===== src/rtl/fetch_unit.sv =====
// fetch_unit: instruction fetch stage.
// Owns the PC and issues single-word reads over a req/ack interface, keeping at
// most one read outstanding. Returned words go into a QDEPTH-entry queue whose
// head is presented to decode with its PC and the decoder's opcode fields.
// Ports:
//   clk, reset          clock, asynchronous active-high reset
//   imem_req/addr       read request pulse and word address
//   imem_ack/rdata      read completion pulse and instruction word
//   redirect_valid/pc   taken branch/jump: flush and refetch from redirect_pc
//   stall               decode not accepting the head this cycle
//   instr_valid, instr, pc_out, pc_plus4, Op, funct3, funct7   head entry to decode
module fetch_unit #(
    parameter logic [31:0] RESET_PC = 32'h0000_0000,
    parameter int unsigned QDEPTH   = 2
) (
    input  logic        clk,
    input  logic        reset,
    output logic        imem_req,
    output logic [31:0] imem_addr,
    input  logic        imem_ack,
    input  logic [31:0] imem_rdata,
    input  logic        redirect_valid,
    input  logic [31:0] redirect_pc,
    input  logic        stall,
    output logic        instr_valid,
    output logic [31:0] instr,
    output logic [31:0] pc_out,
    output logic [31:0] pc_plus4,
    output logic [6:0]  Op,
    output logic [2:0]  funct3,
    output logic        funct7
);

    localparam int unsigned PW = $clog2(QDEPTH);
    localparam int unsigned CW = PW + 1;
    localparam logic [CW-1:0] DEPTH = CW'(QDEPTH);

    // IDLE: nothing outstanding; WAIT: read outstanding, keep it;
    // DRAIN: read outstanding but made stale by a redirect, drop it.
    typedef enum logic [1:0] {
        IDLE  = 2'd0,
        WAIT  = 2'd1,
        DRAIN = 2'd2
    } state_t;

    state_t        state, state_next;
    logic [31:0]   fetch_pc;
    logic [31:0]   req_pc;
    logic [31:0]   q_instr [QDEPTH];
    logic [31:0]   q_pc    [QDEPTH];
    logic [PW-1:0] head, tail, head_next, tail_next;
    logic [CW-1:0] count, count_next;
    logic          enq, deq, issue;
    logic [31:0]   head_instr_next, head_pc_next;

    // Queue bookkeeping, issue decision and next state.
    always_comb begin
        state_next      = state;
        enq             = 1'b0;
        deq             = 1'b0;
        issue           = 1'b0;
        count_next      = count;
        head_next       = head;
        tail_next       = tail;
        head_instr_next = q_instr[head];
        head_pc_next    = q_pc[head];

        if (redirect_valid) begin
            // Flush wins over enq/deq; an outstanding read becomes stale.
            count_next = '0;
            head_next  = '0;
            tail_next  = '0;
            case (state)
                WAIT:    state_next = imem_ack ? IDLE : DRAIN;
                DRAIN:   state_next = imem_ack ? IDLE : DRAIN;
                default: state_next = IDLE;
            endcase
        end else begin
            enq        = (state == WAIT) && imem_ack;
            deq        = instr_valid && !stall;
            count_next = count + CW'(enq) - CW'(deq);
            head_next  = head + PW'(deq);
            tail_next  = tail + PW'(enq);
            // Only issue with a free slot left for the read's eventual ack.
            issue      = !reset && (count_next < DEPTH) && ((state == IDLE) || enq);
            case (state)
                IDLE:    if (issue) state_next = WAIT;
                WAIT:    if (imem_ack) state_next = issue ? WAIT : IDLE;
                DRAIN:   if (imem_ack) state_next = IDLE;
                default: state_next = IDLE;
            endcase
        end

        // Next head may be the word being written this cycle (queue was empty).
        if (enq && (tail == head_next)) begin
            head_instr_next = imem_rdata;
            head_pc_next    = req_pc;
        end else begin
            head_instr_next = q_instr[head_next];
            head_pc_next    = q_pc[head_next];
        end
    end

    assign imem_req  = issue;
    assign imem_addr = fetch_pc;

    // State, PC and queue storage.
    always_ff @(posedge clk or posedge reset) begin
        if (reset) begin
            state    <= IDLE;
            fetch_pc <= {RESET_PC[31:2], 2'b00};
            req_pc   <= '0;
            head     <= '0;
            tail     <= '0;
            count    <= '0;
            for (int i = 0; i < int'(QDEPTH); i++) begin
                q_instr[i] <= '0;
                q_pc[i]    <= '0;
            end
        end else begin
            state <= state_next;
            head  <= head_next;
            tail  <= tail_next;
            count <= count_next;
            if (redirect_valid) begin
                fetch_pc <= redirect_pc & ~32'h0000_0003;
            end else if (issue) begin
                fetch_pc <= fetch_pc + 32'd4;
            end
            if (issue) begin
                req_pc <= fetch_pc;
            end
            if (enq) begin
                q_instr[tail] <= imem_rdata;
                q_pc[tail]    <= req_pc;
            end
        end
    end

    // Registered head view; holds last values while the queue is empty.
    always_ff @(posedge clk or posedge reset) begin
        if (reset) begin
            instr_valid <= 1'b0;
            instr       <= '0;
            pc_out      <= '0;
            pc_plus4    <= '0;
        end else begin
            instr_valid <= (count_next != '0);
            if (count_next != '0) begin
                instr    <= head_instr_next;
                pc_out   <= head_pc_next;
                pc_plus4 <= head_pc_next + 32'd4;
            end
        end
    end

    assign Op     = instr[6:0];
    assign funct3 = instr[14:12];
    assign funct7 = instr[30];

endmodule


===== config.mk =====
export PLATFORM = sky130hd
export DESIGN_NAME = fetch_unit
export DESIGN_NICKNAME = d
export VERILOG_FILES = /design/src/rtl/fetch_unit.sv
export SDC_FILE = /design/constraint.sdc
export NUM_CORES = 1
export LEC_CHECK = 0
export CORE_MARGIN = 1.5
export CORE_UTILIZATION = 53
export CTS_CLUSTER_DIAMETER = 60
export DETAILED_ROUTE_END_ITERATION = 6
export PLACE_DENSITY = 0.85
export SLEW_MARGIN = 20
export SYNTH_ARGS = -nofsm -noshare
export SYNTH_HDL_FRONTEND = slang
export SYNTH_SLANG_ARGS = --single-unit

===== constraint.sdc =====
create_clock -name clk -period 12.6 [get_ports clk]
set_clock_uncertainty 0.15 [all_clocks]
set_input_delay 2.52 -clock clk [delete_from_list [all_inputs] [get_ports clk]]
set_output_delay 2.52 -clock clk [all_outputs]
set_load 0.02 [all_outputs]

==> metrics.csv, run 1 <==
metric,value,unit
CP Class,in2out,
Worst-Margin Slew,1020,ps
Routed WL,31700,µm
final slew viol count,0,
Worst slew margin,32.2,%
count of different cell masters after synthesis,61,
ys async rst share,100,%
worst setup margin,4710,ps
Arrival @ worst endpoint,5220,ps
"count leader, synth",nand2_1,
placed cell count,1743,
GRT Total Usage,24.2,%
fmax,0.127,GHz
Initial Util,53.6,%
CP most frequent cell,clkdlybuf4s50_1,
ANT cells,0,
Tmin final,7890,ps
Power Density,235,nW/µm²
Hold WS,316,ps
# IOs,210,
top-area cell type share of the netlist area,52.8,%
drt wl/cell,17.6,µm
register bit total from synthesis,283,
row count,58,
Layout fillers,1868,
number of global-route vias before repair,10200,
Syn-to-layout area delta,23.2,%
Sum Neg Setup Slack,0,ps
Iter 0 DRT Violations,766,
largest net degree at the start of global routing,125,
DR vias/cell,5.67,
final worst path period share,62.6,%
Buf/Inv on CP,2,
cell family with most CP delay,buffers and inverters,
Area contributors post-synth,"dfrtp_1 (53%), mux2_2 (14%), nand2_1 (8.5%)",
Die W,162,µm
Startpoint Class,primary input,
dpl hpwl,20500,µm
"Slowest-stage cell, CP",clkdlybuf4s50_1,
pre-CTS setup slack,4740,ps
post-CTS setup buffer count,0,
"top cells by count, synth","nand2_1 (303), dfrtp_1 (283), mux2_2 (164), a21oi_1 (88), o21ai_0 (79)",
CTS sink count,283,
max cap viols,0,
Post-synth EDFFs,0,
clk_lat worst skew,550,ps
Hold WC Path Type,reg2reg,
"Avg Cell Area, Syn",10.5,µm²
Final Power,0.00388,W
cell taking the most area after synthesis,dfrtp_1,
number of port buffers,201,
first-pass GRT wire length,51700,µm
leakage power,7.18,nW
initial antenna violation count,0,
Fin. Hold Viols,0,
core footprint,25000,µm²
max incr delay on CP,680,ps
Post-CTS Resized,0,
CTS tree,built,
sequential area share after synthesis,52.8,%
status,"finished, final reports clean",
CP Max Fanout,5,
Mapped Area,13400,µm²
routed vias,10200,
RSZ-0062 raised after global routing,false,
Setup Viol. Count Final,0,
clock transition at the registers of the reported paths,60,ps
ys flop type,dfrtp_1,
DIE HEIGHT,162,µm
htree depth,1,
CTS buffer count,30,
non-filler cells in the finished layout,1796,
Syn Inst Count,1283,
total gr overflow,0,
share of layout cells above drive strength 1,18.0,%
die area,26300,µm²
clk root buf,clkbuf_16,
clk buf depth,3,
warning count from the yosys run,0,
hold_buf cts,0,
required time at the worst-slack endpoint,9930,ps
DRC violations left,0,
GPL Wtd Cong,0.867,
Final ANT Viol Nets,0,
worst vdd ir,0.000118,V
Layout Nets,1520,
crit-path cells,clkdlybuf4s50_1 -> nor2b_4 -> xnor2_1 -> ha_1 -> xor2_1 -> nand3_1 -> and2_1 -> nor4_2 -> clkdlybuf4s50_1,
DRT Pass-1 Iters,5,
CP endpoint kind,output pin,
-- layout make-up --
class / count / area (µm²) / area share (%)
Sequential cell: 283 / 7080 / 42.9
Multi-Input combinational cell: 909 / 5880 / 35.6
Tap cell: 330 / 413 / 2.50
Timing Repair Buffer: 212 / 2090 / 12.7
Clock inverter: 8 / 72.6 / 0.439
Inverter: 9 / 55.1 / 0.333
Clock buffer: 45 / 918 / 5.56
-- logic make-up after synthesis --
logic type / share of synthesized area, %
simple gates: 14.6
flops: 52.8
compound gates: 9.42
mux: 15.0
buf+inv: 3.62
xor+xnor: 3.98
fa+ha+maj: 0.560
other cells: 0.0280
-- metrics by stage --
step	util (%)	cell area [µm²]
final	66.0	16500
after global routing	66.0	16500
after CTS	66.0	16500
after detailed placement	62.0	15500
after global placement	62.0	15500
after floorplan	-	13400
-- power by group --
group          internal, W  switching [W]  total [W]  leakage (nW)
Sequential         0.00126       0.000264    0.00152          3.62
Combinational     0.000680       0.000807    0.00149          3.06
Clock             0.000520       0.000348   0.000868         0.495
Total              0.00246        0.00142    0.00388          7.18
-- cells in the final DEF, fill, tap and decap left out, types with 2 or more instances in the layout --
cell type / Yosys / routed
xnor2_1: 30 / 30
and4_1: 3 / 3
nor2_1: 40 / 38
a21oi_1: 88 / 88
a21o_1: 6 / 6
and3_1: 9 / 9
inv_1: 8 / 7
clkbuf_16: 0 / 31
a31oi_2: 10 / 10
xor2_1: 26 / 26
nand3_1: 22 / 22
mux2i_1: 10 / 10
clkbuf_8: 0 / 9
clkinv_4: 0 / 2
ha_1: 6 / 6
nor3_1: 20 / 20
a31oi_1: 11 / 11
nand2_2: 2 / 3
mux2_4: 2 / 2
o21ai_0: 79 / 79
nor2_4: 1 / 3
clkbuf_1: 41 / 5
nor4_1: 5 / 4
conb_1: 1 / 6
dfrtp_1: 283 / 283
and2_1: 4 / 4
clkdlybuf4s50_1: 0 / 200
clkinv_2: 0 / 5
o21ai_1: 16 / 16
or4_1: 2 / 2
buf_4: 17 / 10
nand4_1: 12 / 12
mux2_2: 164 / 164
nor2b_1: 4 / 4
nor4_2: 3 / 4
nand2_1: 303 / 302
-- registers in the layout (all words and copies together) (netlist names) --
register / cells
state: 2
imem_addr: 30
q_pc: 60
pc_plus4: 30
count: 2
tail: 1
head: 1
pc_out: 30
q_instr: 64
instr: 32
req_pc: 30
instr_valid: 1
-- per-layer routing --
metal	share of wire, %	wire length, µm	vias to the layer above	GRT usage, %
met5	0	0	-	0
met1	44	14000	5038	33.9
met4	2.0	646	0	7.88
li1	-	-	4699	-
met2	47	14800	393	39.1
met3	7.0	2210	46	3.40
-- path summary, 6_finish.rpt --
check                       startpoint           end  slack, ps  cells past startpoint
hold / removal              pc_out[24]    pc_out[24]        320                      2
setup / recovery                 stall      imem_req       4710                      9
hold reg to reg             pc_out[24]    pc_out[24]        320                      2
min in group asynchronous        reset  imem_addr[5]       2580                      2
max in group asynchronous        reset      instr[0]       8190                      3
setup reg to reg           instr_valid  pc_plus4[28]       8170                     12
-- worst reg2reg max path, cell delays in order (launching register included) --
cell and delay [ps]:
dfrtp_1 340, nor2b_4 330, mux2i_4 290, buf_4 700
nand2_1 170, a31oi_2 470, ha_1 270, o31a_1 130
o21ai_1 170, or3b_4 520, nor4_4 440, mux2i_1 240
nand3_1 80
Power figures use the tool's default switching activity.
==> inputs of run 2 (changes only) <==
==> constraint.sdc (replaced) <==
create_clock -name clk -period 7.7 [get_ports clk]
set_clock_uncertainty 0.15 [all_clocks]
set_input_delay 1.54 -clock clk [delete_from_list [all_inputs] [get_ports clk]]
set_output_delay 1.54 -clock clk [all_outputs]
set_load 0.02 [all_outputs]
==> metrics.csv, run 2 (synthesis gave the netlist of run 1 again) <==
metric,value,unit,change
final worst path period share,81.7,%,
clk buf depth,3,,unchanged
Final ANT Viol Nets,0,,unchanged
placed cell count,1743,,unchanged
DR vias/cell,5.69,,+0.34%
DRT Pass-1 Iters,5,,unchanged
"commonest non-fill, non-tap cell in the layout",nand2_1,,
Worst-Margin Slew,1050,ps,+29.5 ps
CP Max Fanout,31,,+26
max reg flops,64,,unchanged
RSZ-0062 raised after global routing,false,,
core footprint,25000,µm²,unchanged
CTS sink count,283,,unchanged
dpl hpwl,20500,µm,+0.39%
Worst slew margin,30.2,%,-2.0 points
routed vias,10200,,+0.39%
clk_lat worst skew,540,ps,about the same
non-filler cells in the finished layout,1797,,+0.056%
first-pass GRT wire length,51600,µm,-0.12%
Post-CTS Resized,0,,unchanged
Startpoint Class,primary input,,
initial antenna violation count,1,,+1
Iter 0 DRT Violations,837,,+9.3%
GRT Total Usage,24.2,%,-0.055 points
number of global-route vias before repair,10200,,+0.56%
row count,58,,unchanged
clock transition at the registers of the reported paths,60,ps,about the same
worst vdd ir,0.000204,V,+73%
Power Density,385,nW/µm²,+64%
Hold WS,320,ps,+3.77 ps
final slew viol count,0,,unchanged
Final Power,0.00636,W,+64%
leakage power,7.17,nW,about the same
clk root buf,clkbuf_16,,
status,"finished, final reports clean",,
CP Class,in2out,,
largest net degree at the start of global routing,152,,+22%
Regs by FF count,"q_instr (64), q_pc (60), instr (32)",,
fmax,0.159,GHz,
CTS tree,built,,
Routed WL,31600,µm,-0.21%
CTS buffer count,29,,-3.3%
drt wl/cell,17.6,µm,-0.27%
die area,26300,µm²,unchanged
share of layout cells above drive strength 1,17.9,%,-0.14 points
GPL Wtd Cong,0.832,,-4.1%
Largest Register,q_instr,,
Sum Neg Setup Slack,0,ps,unchanged
Setup Viol. Count Final,0,,unchanged
Syn-to-layout area delta,23.3,%,
total gr overflow,0,,unchanged
DRC violations left,0,,unchanged
Layout Nets,1519,,-0.066%
# IOs,210,,unchanged
htree depth,1,,unchanged
most frequent cells in the layout,"nand2_1 (302), dfrtp_1 (283), clkdlybuf4s50_1 (200)",,
hold_buf cts,0,,unchanged
Tmin final,6290,ps,
Initial Util,53.6,%,unchanged
Die W,162,µm,unchanged
post-CTS setup buffer count,0,,unchanged
CP endpoint kind,output pin,,
max cap viols,0,,unchanged
DIE HEIGHT,162,µm,unchanged
Hold WC Path Type,reg2reg,,
required time at the worst-slack endpoint,6010,ps,-3920 ps
Fin. Hold Viols,0,,unchanged
number of port buffers,201,,unchanged
Arrival @ worst endpoint,4600,ps,-620 ps
## run 2: power by group
group | internal, W | leakage [nW] | switching [W] | total, W
registers | 0.00206 | 3.62 | 0.000438 | 0.00249
logic | 0.00112 | 3.06 | 0.00131 | 0.00243
clock network | 0.000870 | 0.486 | 0.000569 | 0.00144
## run 2: cell type report
class	instances	area [µm²]
fill	1889	8500
antenna	1	2.50
tap	330	413
timing repair buffer	212	2110
clock inverter	9	130
clock buffer	44	862
inverter	9	51.3
sequential	283	7080
multi-input combinational	909	5880
## run 2: through the flow
stage	worst slack, ps	cell area, µm²	utilization, %
detailed placement	1430	15500	62.1
global placement	1480	15500	62.1
global route	1190	16500	66.1
finish	1410	16500	66.1
floorplan	2260	13400	-
CTS	1390	16500	66.1
## run 2: critical path, stage by stage
cell	delay, ps
clkdlybuf4s50_1	440
nor2b_4	310
xnor2_1	160
ha_1	170
xor2_1	220
nand3_1	180
and2_1	250
nor4_2	200
buf_4	400
clkdlybuf4s50_1	700
## run 2: metal layers
layer  GRT usage, %  up-vias  share of wire [%]
met5              0        -                  0
met4           7.51        0                2.7
met3           3.40       69                6.4
met2           38.9      389                 46
met1           34.2     5049                 45
li1               -     4709                  -
## run 2: path summary, 6_finish.rpt
check / slack (ps) / cells past startpoint / startpoint / endpoint
max: 1410 / 10 / stall / imem_req
max in group asynchronous: 4460 / 4 / reset / instr[19]
max reg2reg: 3580 / 12 / tail / pc_plus4[28]
min in group asynchronous: 1690 / 3 / reset / head
min: 320 / 2 / pc_out[24] / pc_out[24]
min reg2reg: 320 / 2 / pc_out[24] / pc_out[24]
